[config.mk]
export PLATFORM = sky130hd
export DESIGN_NAME = ddp_merge_arbiter
export DESIGN_NICKNAME = d
export VERILOG_FILES = /design/src/rtl/ddp_merge_arbiter.sv
export SDC_FILE = /design/constraint.sdc
export NUM_CORES = 1
export LEC_CHECK = 0
export ABC_AREA = 1
export BUFFER_PORTS_ARGS = -buffer_cell sky130_fd_sc_hd__buf_2
export CAP_MARGIN = 10
export CORE_MARGIN = 5
export CORE_UTILIZATION = 46
export DETAILED_ROUTE_END_ITERATION = 16
export GPL_ROUTABILITY_DRIVEN = 0
export PLACE_DENSITY = 0.76
export SLEW_MARGIN = 30
export SYNTH_ARGS = -nofsm -noshare
export SYNTH_HDL_FRONTEND = slang
export SYNTH_SLANG_ARGS = --single-unit
[constraint.sdc]
create_clock -name CLK -period 1.7 [get_ports CLK]
set_input_delay 0.425 -clock CLK [delete_from_list [all_inputs] [get_ports CLK]]
set_output_delay 0.425 -clock CLK [all_outputs]
set_load 0.05 [all_outputs]
[src/rtl/ddp_merge_arbiter.sv]
// Round-robin merge controller: N 4-phase Send/Ack requesters share one downstream stage.
// Inputs are synchronised, the granted payload is latched and stuck handshakes are flagged.
module ddp_merge_arbiter #(
    parameter int N           = 4,
    parameter int DATA_W      = 16,
    parameter int SYNC_STAGES = 2,
    parameter int TIMEOUT     = 255,
    parameter int CNT_W       = 8
) (
    input  logic                CLK,
    input  logic                MR_n,
    input  logic [N-1:0]        Send_in,
    input  logic [N*DATA_W-1:0] Data_in,
    output logic [N-1:0]        Ack_out,
    output logic                Send_out,
    output logic [DATA_W-1:0]   Data_out,
    input  logic                Ack_in,
    output logic [N-1:0]        Grant,
    output logic                Busy,
    output logic                Err_timeout,
    input  logic                Err_clr
);
    localparam int                PTR_W   = $clog2(N);
    localparam int unsigned       NU      = N;
    localparam logic [CNT_W-1:0]  TO_VAL  = CNT_W'(TIMEOUT);
    localparam logic [CNT_W-1:0]  CNT_MAX = '1;
    localparam logic [PTR_W-1:0]  LAST    = PTR_W'(N - 1);

    typedef enum logic [1:0] {IDLE, SEND, ACK_UP, RELEASE} state_t;

    state_t               state_q, state_d;
    logic [N-1:0]         send_sync_q [SYNC_STAGES];
    logic [SYNC_STAGES-1:0] ack_sync_q;
    logic [N-1:0]         send_s;
    logic                 ack_s;
    logic [PTR_W-1:0]     ptr_q, ptr_d, gidx_q, gidx_d, pick, idx;
    logic                 found;
    logic [N-1:0]         grant_q, grant_d, ack_q, ack_d;
    logic                 send_q, send_d;
    logic [DATA_W-1:0]    data_q, data_d;
    logic [CNT_W-1:0]     cnt_q, cnt_d;
    logic                 hit;
    logic                 err_q, err_d;

    always_ff @(posedge CLK or negedge MR_n) begin
        if (!MR_n) begin
            for (int unsigned s = 0; s < SYNC_STAGES; s++) send_sync_q[s] <= '0;
            ack_sync_q <= '0;
        end else begin
            send_sync_q[0] <= Send_in;
            for (int unsigned s = 1; s < SYNC_STAGES; s++) send_sync_q[s] <= send_sync_q[s-1];
            ack_sync_q <= {ack_sync_q[SYNC_STAGES-2:0], Ack_in};
        end
    end

    assign send_s = send_sync_q[SYNC_STAGES-1];
    assign ack_s  = ack_sync_q[SYNC_STAGES-1];

    // First requesting index at or after ptr, wrapping modulo N.
    always_comb begin
        pick  = '0;
        found = 1'b0;
        idx   = '0;
        for (int unsigned k = 0; k < NU; k++) begin
            idx = PTR_W'((32'(ptr_q) + k) % NU);
            if (!found && send_s[idx]) begin
                found = 1'b1;
                pick  = idx;
            end
        end
    end

    always_comb begin
        state_d = state_q;
        ptr_d   = ptr_q;
        gidx_d  = gidx_q;
        grant_d = grant_q;
        ack_d   = ack_q;
        send_d  = send_q;
        data_d  = data_q;
        case (state_q)
            IDLE: begin
                if (found) begin
                    gidx_d  = pick;
                    grant_d = N'(1) << pick;
                    send_d  = 1'b1;
                    data_d  = Data_in[pick*DATA_W +: DATA_W];
                    state_d = SEND;
                end
            end
            SEND: begin
                if (ack_s) begin
                    send_d  = 1'b0;
                    ack_d   = grant_q;
                    state_d = ACK_UP;
                end
            end
            ACK_UP: begin
                if (!ack_s && !send_s[gidx_q]) begin
                    ack_d   = '0;
                    state_d = RELEASE;
                end
            end
            RELEASE: begin
                ptr_d   = (gidx_q == LAST) ? '0 : gidx_q + 1'b1;
                grant_d = '0;
                state_d = IDLE;
            end
            default: state_d = IDLE;
        endcase
    end

    // Counter restarts on any state change; the flag is set when the next count reaches TIMEOUT.
    always_comb begin
        cnt_d = '0;
        hit   = 1'b0;
        if ((state_d == state_q) && ((state_q == SEND) || (state_q == ACK_UP))) begin
            cnt_d = (cnt_q == CNT_MAX) ? cnt_q : cnt_q + 1'b1;
            hit   = (TIMEOUT != 0) && (cnt_d == TO_VAL);
        end
        err_d = Err_clr ? 1'b0 : err_q;
        if (hit) err_d = 1'b1;
    end

    always_ff @(posedge CLK or negedge MR_n) begin
        if (!MR_n) begin
            state_q <= IDLE;
            ptr_q   <= '0;
            gidx_q  <= '0;
            grant_q <= '0;
            ack_q   <= '0;
            send_q  <= 1'b0;
            data_q  <= '0;
            cnt_q   <= '0;
            err_q   <= 1'b0;
        end else begin
            state_q <= state_d;
            ptr_q   <= ptr_d;
            gidx_q  <= gidx_d;
            grant_q <= grant_d;
            ack_q   <= ack_d;
            send_q  <= send_d;
            data_q  <= data_d;
            cnt_q   <= cnt_d;
            err_q   <= err_d;
        end
    end

    assign Ack_out     = ack_q;
    assign Send_out    = send_q;
    assign Data_out    = data_q;
    assign Grant       = grant_q;
    assign Busy        = (state_q != IDLE);
    assign Err_timeout = err_q;

endmodule

# After elaboration in Yosys (flattened, before gate mapping)
# Cells that the tools add are included.
# word_totals
elab_cells	91
in_bits	72
memories	0
mem_bits_rw	0
mem_bits_ro	0
reg_bits	50
latch_bits	0
# op_classes
shifts	2
eq_ne	10
n_mul	0
n_bitwise	0
addsub	5
n_mux	36
n_lt_le_gt_ge	5
n_reduce_logical	21
div_mod_pow	0
# op_table
operator	count
64-bit by 7-bit variable part select with 16-bit output	1
8-bit equality test (second input constant)	2
2-bit 2-to-1 mux	8
8-bit 2-to-1 mux	2
4-bit one-hot mux with 2 select lines	2
2-bit by 3-bit < comparator with 1-bit output (second input constant)	5
1-bit 2-to-1 mux	14
4-bit 2-to-1 mux	3
1-bit binary-select mux with 2-bit select	5
2-bit nonzero test	5
8-bit by 1-bit adder with 8-bit output (second input constant)	1
2-bit one-hot mux with 4 select lines	1
2-bit equality test (second input constant)	3
2-bit inequality test (second input constant)	3
3-bit AND reduction	2
1-bit logical AND	5
1-bit zero test	5
2-bit by 1-bit adder with 2-bit output (second input constant)	2
2-bit adder (second input constant)	2
2-bit AND reduction	2
1-bit by 2-bit << shifter with 4-bit output (first input constant)	1
2-bit by 1-bit equality test with 1-bit output (second input constant)	1
2-bit equality test	1
2-bit zero test	1
other kinds (2)	2

# Logic depth before layout (Yosys ltp)
# logic_depth
depth_word	18
depth_mapped	16

# Worst setup path after synthesis
# No wires, ideal clock.
# synth_path
path_kind	reg-to-reg
startpoint	reg ptr_q[0]
endpoint	reg data_q[15] (netlist: Data_out[15])
required_ps	1582
arrival_time_ps	1630
slack_ps	-48
stages_incl_launch_ff	16
setup_time_ps	118
n_path_buf	3
synth_period_minus_slack_ps	1748
path_cell_list	dfrtp_1 buf_6 nand2_1 nand2_1 nand2_1 nand2_1 nor2_4 nand3_2 nand3_1 nand2_1 buf_6 buf_6 nand2_1 nand2_1 nand2_1 nand2_1
# synth_via
elab_chain_len	13
elab_cells_between_ends	27
# synth_rtl
element	line_no	source
from (decl)	36	logic [PTR_W-1:0] ptr_q, ptr_d, gidx_q, gidx_d, pick, idx;
from (signal assigned)	138	ptr_q <= ptr_d;
parallel branches: the longest is 13 deep, another holds 2-bit by 1-bit adder with 2-bit output	-	
to (signal assigned)	143	data_q <= data_d;
to (decl)	40	logic [DATA_W-1:0] data_q, data_d;
# Several ways; the timed one is not identified. The select of a mux whose other input is x is not followed.
# A chain may end at the register's enable or synchronous reset.

# Final worst setup path
# layout_path
startpoint	reg ptr_q[0]
endpoint	reg data_q[13] (netlist: Data_out[13])
# The elaborated chain is that of the path after synthesis.

==> results.py <==
metrics = {
    "drt": {
        "drt-met1-wl_mm": 3.80,
        "vias": 3502,
        "drtPass1Iterations": 4,
        "drt.antenna.violating_nets": 0,
        "routedWlPerCell_um": 14.3,
        "via_per_inst": 5.09,
        "routed_wl_mm": 9.86,
        "drc": 0,
        "top_layer_used": "met4",
        "dr.first_iter.drc_count": 176,
        "wl_met2_mm": 5.04,
        "route.met3.wl_um": 832,
    },
    "finish": {
        "drive_above_1_share": 0.416,
        "layoutNonFillerInstCount": 688,
        "seq_area_sq_mm": 0.00125,
        "num_antenna_cells": 0,
        "utilization": 0.708,
        "multi_input_area_sq_mm": 0.00194,
        "area_growth_pct": 52.5,
        "nets": 687,
        "fillerInstances": 484,
    },
    "status": {
        "failed_checks": "setup timing",
        "status": "complete, but fails checks",
    },
    "worst_setup_path": {
        "worstPathMaxFanout": 9,
        "cp.required_ns": 1.91,
        "worst_ep_arrival_time_ns": 2.29,
        "crit_type": "register to register",
        "start_kind": "register",
        "critPathCaptureType": "register",
        "reg2reg_slack_ns": -0.38,
    },
    "pwr": {
        "power.internal_uw": 5480,
        "leakage_uw": 0.00262,
        "power_uw": 11500,
        "peakVddDrop_uv": 1600,
        "swShare": 0.526,
        "seqPwrFrac": 0.158,
        "combPwrFrac": 0.767,
        "p_switching_uw": 6070,
        "clkPwrFrac": 0.075,
        "powerDensity_mw_per_mm2": 2440,
    },
    "global_route": {
        "antenna_found_initial": 0,
        "grt_pass1_vias": 3390,
        "grt.total_usage": 0.215,
        "grt_max_degree": 51,
        "grt_pass1_wl_mm": 15.0,
        "grt_overflow": 0,
    },
    "clocking": {
        "cts_root_buffer": "clkbuf_8",
        "clockBufferDepth": 2,
        "cts_sinks": 50,
        "cts_made_buffers": 5,
        "cts.clk_slew.worst_paths_ns": 0.09,
        "clock_latency_ns": 0.32,
        "htree_levels": 2,
        "cts_tree": "built",
    },
    "synth": {
        "postSynthAreaPerCell_sq_um": 6.83,
        "synth-main-ff-cell": "dfrtp_1",
        "ys_async_sr_fraction": 1.00,
        "synth_most_common_cell": "nand2_1",
        "synth.distinct_cells": 29,
        "yosysSeqAreaShare": 0.404,
        "synth_area_sq_mm": 0.00310,
        "synth_nets": 534,
        "synthTopCellsByArea": "dfrtp_1 40%, nand2_1 27%, nand3_1 7.1%",
        "synthTopCellsByCount": "224 x nand2_1, 50 x dfrtp_1, 44 x nand3_1",
        "yosys.area.top_type_share": 0.404,
        "synth-edff-count": 0,
        "synth_seq_cells": 50,
        "syn-instance-count": 454,
        "synth_largest_area_cell": "dfrtp_1",
        "yosysWarningCount": 0,
    },
    "sta": {
        "relSlewSlack": 0.686,
        "min_period_ns": 2.08,
        "hold_viol_final": 0,
        "max_freq_mhz": 481,
        "setup_viol": 32,
        "tightest_slew_ns": 0.466,
        "postLayoutSetupSlackWorst_ns": -0.380,
        "grt_setup_unrepaired": "yes",
        "final_max_slew_viol_count": 0,
        "skew_ns": 0.00862,
        "finalCritPeriodShare": 1.22,
    },
    "placement": {
        "pre_cts_slack_ns": -0.331,
        "dpl.hpwl_mm": 6.36,
        "portBuffers": 98,
        "placed_cells": 661,
    },
    "hold_path": {
        "hp-class": "input pin to asynchronous set/reset pin",
    },
    "floorplan": {
        "dieArea_sq_mm": 0.00848,
        "fp-row-count": 30,
        "coreArea_sq_mm": 0.00668,
        "chipWidth_um": 92.1,
        "ioPinCount": 99,
        "die-height_um": 92.1,
        "start_util": 0.464,
    },
    "run": {
        "cap_violations": 0,
    },
}
-- cells in the final DEF (no fill, tap or decap), drive strengths merged --
cell	Yosys	final
clkbuf	2	6
nand2	231	234
bufinv	0	1
o31ai	1	1
o211ai	1	1
a21o	1	1
nand3b	1	1
xor2	1	1
buf	14	158
nor2	19	19
o22ai	8	8
a31oi	1	1
xnor2	1	1
ha	8	8
inv	41	41
nand4	4	4
a21oi	6	6
dfrtp	50	50
nand3	47	47
clkinv	1	3
o21ai	15	15
a21boi	1	1
-- per-stage QoR --
stage / cell area (sq um) / TNS, ns / hold WS, ns
finish: 4730 / -8.47 / 0.0798
global route: 4730 / -11.99 / 0.0946
CTS: 4360 / -5.75 / 0.0887
detailed placement: 3990 / -7.04 / 0.335
global placement: 3990 / -3.54 / 0.335
floorplan: 3110 / -0.543 / 0.129
-- sequential cells by signal (all words and copies together), names as in the netlist --
| register | flops |
|---|---|
| Err_timeout | 1 |
| Send_out | 1 |
| Grant | 4 |
| Ack_out | 4 |
| Data_out | 16 |
| cnt_q | 8 |
| state_q | 2 |
| ack_sync_q | 2 |
| send_sync_q | 4 |
| ptr_q | 2 |
| send_s | 4 |
| gidx_q | 2 |
-- routing by layer --
metal,track usage,vias to the layer above
met2,0.372,169
met3,0.0517,17
met1,0.264,1582
li1,-,1734
met5,0,-
met4,0.0681,0
-- power groups by stage --
stage	Combinational (uW)	Sequential [uW]	Clock, uW
floorplan	3880	2680	0
global placement	6430	1810	0
detailed placement	6570	1810	0
CTS	7650	1800	874
global route	9590	1870	932
finish	8850	1830	867
-- cell type report --
type | count | share of cell area
multi-input cells | 349 | 0.410
flip-flops and latches | 50 | 0.265
repair buffers | 159 | 0.245
inverters | 42 | 0.0357
well taps | 80 | 0.0212
clock buffers | 5 | 0.0146
clock inverters | 3 | 0.00926
-- worst max-delay path, stage by stage, from the launching register on --
cell     delay [ns]
dfrtp_2        0.47
buf_12         0.16
nand2_4        0.07
nand2_4        0.08
nand2_2        0.08
nand2_2        0.06
nor2_4         0.16
nand3_4        0.14
nand2_8        0.13
buf_12         0.14
nand2_8        0.08
nand2_1        0.08
nand2_1        0.06
nand2_1        0.06
nand2_1        0.05
nand2_1        0.07
nand2_1        0.06
-- logic make-up (layout without fill, tap and decap cells) --
family / count (synthesis) / in the layout / synth area share
buffers and inverters: 58 / 209 / 0.0916
xor gates and xnor gates: 2 / 2 / 0.00565
AOI/OAI and AO/OA: 34 / 34 / 0.0617
DFF: 50 / 50 / 0.404
adders and majority gates: 8 / 8 / 0.0323
and+or+nand+nor: 302 / 305 / 0.405
-- path summary, 6_finish.rpt --
kind / startpoint / end / cells after the start
min in group CLK: Send_in[1] / send_sync_q[5]$_DFF_PN0_ / 1
min: MR_n / send_sync_q[4]$_DFF_PN0_ / 2
max in group asynchronous: MR_n / ptr_q[0]$_DFFE_PN0P_ / 2
min reg2reg: ack_sync_q[0]$_DFF_PN0_ / ack_sync_q[1]$_DFF_PN0_ / 0
max reg2reg: ptr_q[0]$_DFFE_PN0P_ / Data_out[13]$_DFFE_PN0P_ / 16
max: ptr_q[0]$_DFFE_PN0P_ / Data_out[13]$_DFFE_PN0P_ / 16
-- what timing repair did --
item	in CTS	in global routing
cloned	3	3
setup buffers	10	5
endpoints found under the setup margin	33	38
hold buffers	0	0
gates resized for setup	32	87
pin swaps	6	26
Note: power is estimated with default switching activity, not from simulation.
